===== config.mk =====
export PLATFORM = sky130hd
export DESIGN_NAME = bcd_alu_seq
export DESIGN_NICKNAME = d
export VERILOG_FILES = /design/src/rtl/bcd_alu_pkg.sv /design/src/rtl/seq_bit_counter.sv /design/src/rtl/bcd_alu_seq.sv
export SDC_FILE = /design/constraint.sdc
export NUM_CORES = 1
export LEC_CHECK = 0
export CAP_MARGIN = 10
export CORE_UTILIZATION = 45
export CTS_CLUSTER_SIZE = 28
export DETAILED_ROUTE_END_ITERATION = 8
export PLACE_DENSITY = 0.81
export SKIP_CTS_REPAIR_TIMING = 1
export SYNTH_ARGS = -nofsm -noshare
export SYNTH_HDL_FRONTEND = slang
export SYNTH_SLANG_ARGS = --single-unit

===== constraint.sdc =====
create_clock -name clk -period 1.8 [get_ports clk]
set_input_delay 0.27 -clock clk [delete_from_list [all_inputs] [get_ports clk]]
set_output_delay 0.27 -clock clk [all_outputs]
set_load 0.02 [all_outputs]

===== src/rtl/bcd_alu_pkg.sv =====
// Shared types and frame constants for the serial BCD ALU frame controller.
// Operand and result widths follow from the BCD digit count.
package bcd_alu_pkg;

    localparam int BCD_DIGITS = 4;
    localparam int OPND_W     = 4 * BCD_DIGITS;
    localparam int RES_W      = 4 * (BCD_DIGITS + 1);
    localparam int FRAME_W    = 2 * OPND_W + 1;

    typedef enum logic [2:0] {
        S_IDLE = 3'd0,
        S_RECV = 3'd1,
        S_CALC = 3'd2,
        S_LOAD = 3'd3,
        S_SEND = 3'd4,
        S_DONE = 3'd5
    } state_e;

endpackage


===== src/rtl/seq_bit_counter.sv =====
// Up-counter with synchronous clear and increment.
// o_term flags that the next increment reaches i_limit.
module seq_bit_counter #(
    parameter int CNT_W = 6
) (
    input  logic             i_clk,
    input  logic             i_rst_n,
    input  logic             i_clr,
    input  logic             i_inc,
    input  logic [CNT_W-1:0] i_limit,
    output logic             o_term
);

    logic [CNT_W-1:0] r_cnt;
    logic [CNT_W-1:0] w_cnt_inc;

    assign w_cnt_inc = r_cnt + CNT_W'(1);
    assign o_term    = (w_cnt_inc == i_limit);

    always_ff @(posedge i_clk or negedge i_rst_n) begin
        if (!i_rst_n)
            r_cnt <= '0;
        else if (i_clr)
            r_cnt <= '0;
        else if (i_inc)
            r_cnt <= w_cnt_inc;
    end

endmodule


===== src/rtl/bcd_alu_seq.sv =====
// Frame controller for the serial BCD ALU: counts the input frame, waits out
// the ALU settle time, loads the PISO and strobes the result out bit by bit.
module bcd_alu_seq
    import bcd_alu_pkg::*;
#(
    parameter int IN_BITS  = FRAME_W,
    parameter int OUT_BITS = RES_W,
    parameter int ALU_LAT  = 1,
    parameter int CNT_W    = 6
) (
    input  logic clk,
    input  logic rst,
    input  logic en,
    output logic sipo_sh,
    output logic piso_ld,
    output logic piso_sh,
    output logic out_valid,
    output logic busy,
    output logic done,
    output logic frame_err
);

    localparam logic [CNT_W-1:0] LIM_IN  = CNT_W'(IN_BITS);
    localparam logic [CNT_W-1:0] LIM_LAT = CNT_W'(ALU_LAT);
    localparam logic [CNT_W-1:0] LIM_OUT = CNT_W'(OUT_BITS);

    state_e           r_state;
    state_e           w_state_nxt;
    logic             r_armed;
    logic             w_arm_set;
    logic             w_arm_clr;
    logic             w_cnt_clr;
    logic             w_cnt_inc;
    logic             w_cnt_term;
    logic [CNT_W-1:0] w_limit;

    seq_bit_counter #(
        .CNT_W (CNT_W)
    ) u_cnt (
        .i_clk   (clk),
        .i_rst_n (rst),
        .i_clr   (w_cnt_clr),
        .i_inc   (w_cnt_inc),
        .i_limit (w_limit),
        .o_term  (w_cnt_term)
    );

    always_ff @(posedge clk or negedge rst) begin
        if (!rst) begin
            r_state <= S_IDLE;
            r_armed <= 1'b1;
        end else begin
            r_state <= w_state_nxt;
            if (w_arm_clr)
                r_armed <= 1'b0;
            else if (w_arm_set)
                r_armed <= 1'b1;
        end
    end

    // The IDLE shift is gated by rst so nothing leaks out while reset is held.
    always_comb begin
        w_state_nxt = r_state;
        w_arm_set   = 1'b0;
        w_arm_clr   = 1'b0;
        w_cnt_clr   = 1'b0;
        w_cnt_inc   = 1'b0;
        w_limit     = LIM_IN;
        sipo_sh     = 1'b0;
        piso_ld     = 1'b0;
        piso_sh     = 1'b0;
        out_valid   = 1'b0;
        busy        = 1'b0;
        done        = 1'b0;
        frame_err   = 1'b0;
        case (r_state)
            S_IDLE: begin
                if (en && r_armed && rst) begin
                    sipo_sh     = 1'b1;
                    w_cnt_inc   = 1'b1;
                    w_arm_clr   = 1'b1;
                    w_state_nxt = S_RECV;
                end else begin
                    w_cnt_clr = 1'b1;
                    w_arm_set = !en;
                end
            end
            S_RECV: begin
                busy    = 1'b1;
                sipo_sh = en;
                if (!en) begin
                    frame_err   = 1'b1;
                    w_cnt_clr   = 1'b1;
                    w_state_nxt = S_IDLE;
                end else if (w_cnt_term) begin
                    w_cnt_clr   = 1'b1;
                    w_state_nxt = S_CALC;
                end else begin
                    w_cnt_inc = 1'b1;
                end
            end
            S_CALC: begin
                busy    = 1'b1;
                w_limit = LIM_LAT;
                if (w_cnt_term) begin
                    w_cnt_clr   = 1'b1;
                    w_state_nxt = S_LOAD;
                end else begin
                    w_cnt_inc = 1'b1;
                end
            end
            S_LOAD: begin
                busy        = 1'b1;
                piso_ld     = 1'b1;
                w_cnt_clr   = 1'b1;
                w_state_nxt = S_SEND;
            end
            S_SEND: begin
                busy      = 1'b1;
                piso_sh   = 1'b1;
                out_valid = 1'b1;
                w_limit   = LIM_OUT;
                if (w_cnt_term) begin
                    w_cnt_clr   = 1'b1;
                    w_state_nxt = S_DONE;
                end else begin
                    w_cnt_inc = 1'b1;
                end
            end
            S_DONE: begin
                busy        = 1'b1;
                done        = 1'b1;
                w_cnt_clr   = 1'b1;
                w_state_nxt = S_IDLE;
            end
            default: begin
                w_cnt_clr   = 1'b1;
                w_state_nxt = S_IDLE;
            end
        endcase
    end

    // The three datapath enables are mutually exclusive.
    assert property (@(posedge clk) disable iff (!rst)
        $onehot0({sipo_sh, piso_ld, piso_sh}));

endmodule


======== Word-level counts from Yosys, hierarchy flattened ========
Index checks and enable logic that the tools add are counted.
storage, ports and cells
  register bits ........................... 10
  output and inout bits ................... 7
  logic and storage cells ................. 52
operators by class
  $add $sub $neg .......................... 1
  eq/ne operators ......................... 10
  multiplexer cells ....................... 29
  reduce and logical (&&, ||, !) cells .... 9
operator list
  cell                                           count
  two-way mux 1 bit                              17
  two-way mux 3 bit                              5
  case mux 3 bit (5 select lines)                1
  two-way mux 6 bit                              2
  case mux 6 bit (2 select lines)                1
  adder 6 x 1 -> 6 bit, second input constant    1
  == test 3 x 2 -> 1 bit, second input constant  2
  == test 3 bit, second input constant           2
  == test 6 bit                                  1
  case mux 1 bit (3 select lines)                2
  OR reduction 5 bit                             1
  != test 2 x 1 -> 1 bit, second input constant  2
  AND reduction 4 bit                            1
  nonzero test 2 bit                             2
  == test 3 x 1 -> 1 bit, second input constant  1
  logical NOT 3 bit                              1
  != test 3 x 2 -> 1 bit, second input constant  1
  logical AND 1 bit                              2
  != test 2 bit, second input constant           1
  case mux 1 bit (2 select lines)                1
  OR reduction 2 bit                             1
  logical NOT 1 bit                              1

======== Longest topological paths before layout ========
  depth in word-level cells ............... 8
  mapped depth ............................ 6
  mapped depth without buffers ............ 6

======== By module ========
Synthesis repeated with hierarchy kept, for this count alone.
second synthesis, totals
  cell total of the unflattened synthesis .. 82
  area, all modules ....................... 733.2 um^2
modules (own cells, without submodules)
  module           times used  cells an instance  area each (um^2)
  seq_bit_counter  1           44                 421.7
  bcd_alu_seq      1           38                 311.5

======== Worst setup path after synthesis ========
OpenSTA, ideal clock, no wires.
  kind .................................... reg-to-reg
  start point ............................. register u_cnt.r_cnt[0]
  end point ............................... register r_state[0]
  setup time .............................. 0.125 ns
  data arrival time ....................... 1.705 ns
  data required time ...................... 1.675 ns
  setup slack ............................. -0.030 ns
  cell stages (with the launch flop) ...... 7
  path through ............................ dfrtp_1 -> ha_1 -> xnor2_1 -> nor2b_1 -> nand4_1 -> o21ai_2 -> mux2_4
between the ends
  longest elaborated chain between the ends .. 4
  elaborated cells between the ends (all ways) .. 6
ends and longest elaborated chain
  element                                                                            line                   source
  start: declaration                                                                 seq_bit_counter.sv:14  logic [CNT_W-1:0] r_cnt;
  start signal: assignment                                                           seq_bit_counter.sv:26  r_cnt <= w_cnt_inc;
  adder 6 x 1 -> 6 bit *                                                             seq_bit_counter.sv:17  assign w_cnt_inc = r_cnt + CNT_W'(1);
  == test 6 bit *                                                                    seq_bit_counter.sv:18  assign o_term = (w_cnt_inc == i_limit);
  != test 3 x 2 -> 1 bit (no source line) or != test 2 x 1 -> 1 bit (tied branches)  n/a
  AND reduction 4 bit (no source line) *                                             n/a
  end signal: assignment                                                             bcd_alu_seq.sv:53      r_state <= w_state_nxt;
  end: declaration                                                                   bcd_alu_seq.sv:27      state_e r_state;
Every way passes the cells marked *; elsewhere a longest branch is shown, timed or not.
A chain may end at the register's enable or synchronous reset.

======== Worst setup path after layout ========
Same ends and word-level chain as after synthesis.

==> impl_metrics.tcl <==
set metrics [dict create \
    reg2reg_slack_ps -110 \
    p_comb_share_pct 23.0 \
    routedWlPerCell_um 16.4 \
    total_leakage_power_uw 0.000518 \
    firstDrtPassIters 2 \
    cts_buffers 3 \
    finalHoldViolations 0 \
    ios 10 \
    fin_skew_ps 6.33 \
    worstPathArrival_ps 2070 \
    wl_um 1830 \
    multiInputGateArea_um2 455 \
    yosysTopAreaCell "dfrtp_1" \
    clkTransAtPathRegs_ps 70 \
    drc 0 \
    syn_area_per_cell_um2 9.62 \
    path_cells "ha_4 -> xnor2_2 -> nor2b_1 -> nand4_1 -> o21ai_2 -> mux2_4" \
    critPathMaxFanout 3 \
    min_period_ps 1910 \
    place.detailed.hpwl_um 1170 \
    startpoint_type "flip-flop" \
    fp-row-count 13 \
    ys_warn_count 0 \
    worst_slack_ps -111 \
    cts_tree "yes" \
    grt_max_degree 14 \
    dieArea_um2 1650 \
    outcome "finished with violations" \
    rsz0062_at_grt "yes" \
    grt_pass1_wl_um 2390 \
    slew_viol_final 0 \
    critical_path.max_stage_delay_ps 430 \
    yosysSeqAreaShare_pct 37.4 \
    ys_ff_latch 10 \
    cp_data_required_time_ps 1960 \
    crit_type "flip-flop to flip-flop" \
    die_h_um 40.7 \
    synthesis.area_um2 673 \
    clockPowerShare_pct 34.8 \
    cts_sinks 10 \
    period_share_pct 106 \
    num_vias 641 \
    yosysTopAreaCellShare_pct 33.5 \
    ant_nets 0 \
    fin_nets 102 \
    relSlewSlack_pct 76.3 \
    ys_types 40 \
    syn_to_final_growth_pct 48.5 \
    worstMarginPinSlew_ps 353 \
    seqPwrFrac_pct 42.2 \
    cts_root_buf "clkbuf_4" \
    finalPower_uw 577 \
    syn_nets 75 \
    power_density_nw_per_um2 577 \
    coreArea_um2 1350 \
    antenna_found_initial 0 \
    violations "negative setup slack" \
    p_int_uw 427 \
    worst_setup_path_end_kind "flip-flop" \
    grt_overflow 0 \
    drt_iter0_markers 15 \
    cts.htree.levels 1 \
    max_freq_mhz 523 \
    drive_gt1_share_pct 46.9 \
    fillers 89 \
    reg2reg_to "r_state[0]" \
    ff_latch_area_um2 253 \
    antenna_cells 0 \
    clk_latency_ps 270 \
    hold_path.class "input pin to async pin" \
    worstReg2RegStart "u_cnt.r_cnt[0]" \
    grt_pass1_vias 585 \
    sw_frac_of_total_pct 26.0 \
    reg2reg_depth 6 \
    initial_core_util_pct 49.9 \
    port-buffer-count 9 \
    cts_max_path_buffers 2 \
    peakVddDrop_mv 0.456 \
    power.switching_uw 150 \
    post-place-ws_ps -248 \
    syn_inst 70 \
    gp_congestion 0.791 \
    avgViaCountPerCell 5.77 \
    cap_violations 0 \
    synthTopCellsByArea "dfrtp_1, dfstp_2, xnor2_1" \
    setup_viol 6 \
    die_x_um 40.7 \
    grt_usage_pct 22.7 \
    cpMaxStageDelayCell "dfrtp_1" \
]
cell usage after synthesis, drive strengths merged:
cell type / n
nor4: 1
nor2: 3
dfstp: 1
mux2: 2
ha: 2
nand2: 4
or2b: 1
a21boi: 1
dfrtp: 9
a21oi: 5
a311oi: 1
nor3: 3
o32a: 1
inv: 4
a41oi: 1
a2bb2oi: 1
and2: 1
or2: 1
o21ai: 2
o21bai: 1
xor2: 1
buf: 4
and3: 3
or3b: 1
a22o: 1
nand4: 2
a22oi: 1
nand3: 3
nor2b: 2
xnor3: 1
nor3b: 1
or3: 1
xnor2: 3
a211oi: 1
flip-flops by register name, summed over array words and instances, names as in the netlist:
register     flops
r_armed          1
r_state          3
u_cnt.r_cnt      6
per-stage QoR:
| stage | hold slack [ps] | cells | cell area, um^2 | util, % | TNS [ps] |
|---|---|---|---|---|---|
| floorplan | -25.6 | 70 | 673 | - | 0 |
| global placement | 561 | 102 | 841 | 62.3 | -236 |
| detailed placement | 572 | 102 | 841 | 62.3 | -405 |
| CTS | 386 | 106 | 877 | 65.0 | -1990 |
| global route | 387 | 111 | 1000 | 74.1 | -838 |
| finish | 370 | 111 | 1000 | 74.1 | -340 |
worst max-delay path: cells and delay by family, from the launching register on:
| kind | cells | cell delay, ps |
|---|---|---|
| flip-flops | 1 | 430 |
| AND/OR/NAND/NOR | 2 | 390 |
| multiplexers | 1 | 320 |
| AO/OA/AOI/OAI | 1 | 270 |
| XOR/XNOR | 1 | 200 |
| adder cells (fa/ha/maj) | 1 | 190 |
how the worst max path moves through the flow:
stage                         startpoint         end  slack [ps]  cells after the start
after floorplan           u_cnt.r_cnt[0]  r_state[0]          10                      6
after global routing      u_cnt.r_cnt[1]  r_state[0]        -180                      6
after detailed placement              en     sipo_sh        -250                      4
after CTS                     r_state[2]     sipo_sh        -390                      5
final                     u_cnt.r_cnt[0]  r_state[0]        -110                      6
after global placement                en     sipo_sh        -180                      4
layout by cell type (no fill, tap or decap), types with 2 or more instances in the layout:
cell type,synthesis,final
dfrtp_1,9,8
nand2_1,4,4
mux2_4,1,2
nor3_4,0,2
buf_6,1,3
nand3_1,3,2
and3_1,2,2
inv_1,3,2
nor2b_1,2,2
buf_4,2,16
a21oi_1,5,5
clkbuf_2,0,2
nand4_1,2,2
xnor2_1,3,2
dlymetal6s2s_1,0,3
nor2_1,3,2
clkbuf_4,0,3
clkdlybuf4s50_1,0,2
inv_2,1,2
routing by layer:
metal	vias up	share of wire [%]	GRT usage, %
li1	304	-	-
met2	10	53	36.1
met1	323	42	24.9
met5	-	0	0
met4	0	2.2	15.0
met3	4	2.5	8.70
cells by family (layout without fill, tap and decap cells):
group / count (synthesis) / after routing / share of synthesized area, %
buffers and inverters: 8 / 34 / 6.88
xor gates and xnor gates: 5 / 5 / 8.55
and+or+nand+nor: 27 / 27 / 22.7
AOI/OAI and AO/OA: 16 / 16 / 16.9
muxes: 2 / 2 / 3.90
adders and majority gates: 2 / 2 / 3.72
DFF: 10 / 10 / 37.4
layout make-up:
cell class | instances | area share (%)
repair buffers | 26 | 22.2
clock buffers | 4 | 3.63
multi-input cells | 52 | 45.6
flip-flops and latches | 10 | 25.3
inverters | 4 | 1.50
well taps | 15 | 1.88
power by group through the flow:
stage / Combinational (uW) / Sequential (uW) / Clock, uW
after floorplan: 53.7 / 245 / 0
after global placement: 101 / 244 / 0
after detailed placement: 105 / 245 / 0
after CTS: 106 / 241 / 207
after global routing: 144 / 244 / 223
final: 133 / 243 / 201
No activity file was read; power rests on OpenSTA's default activity.
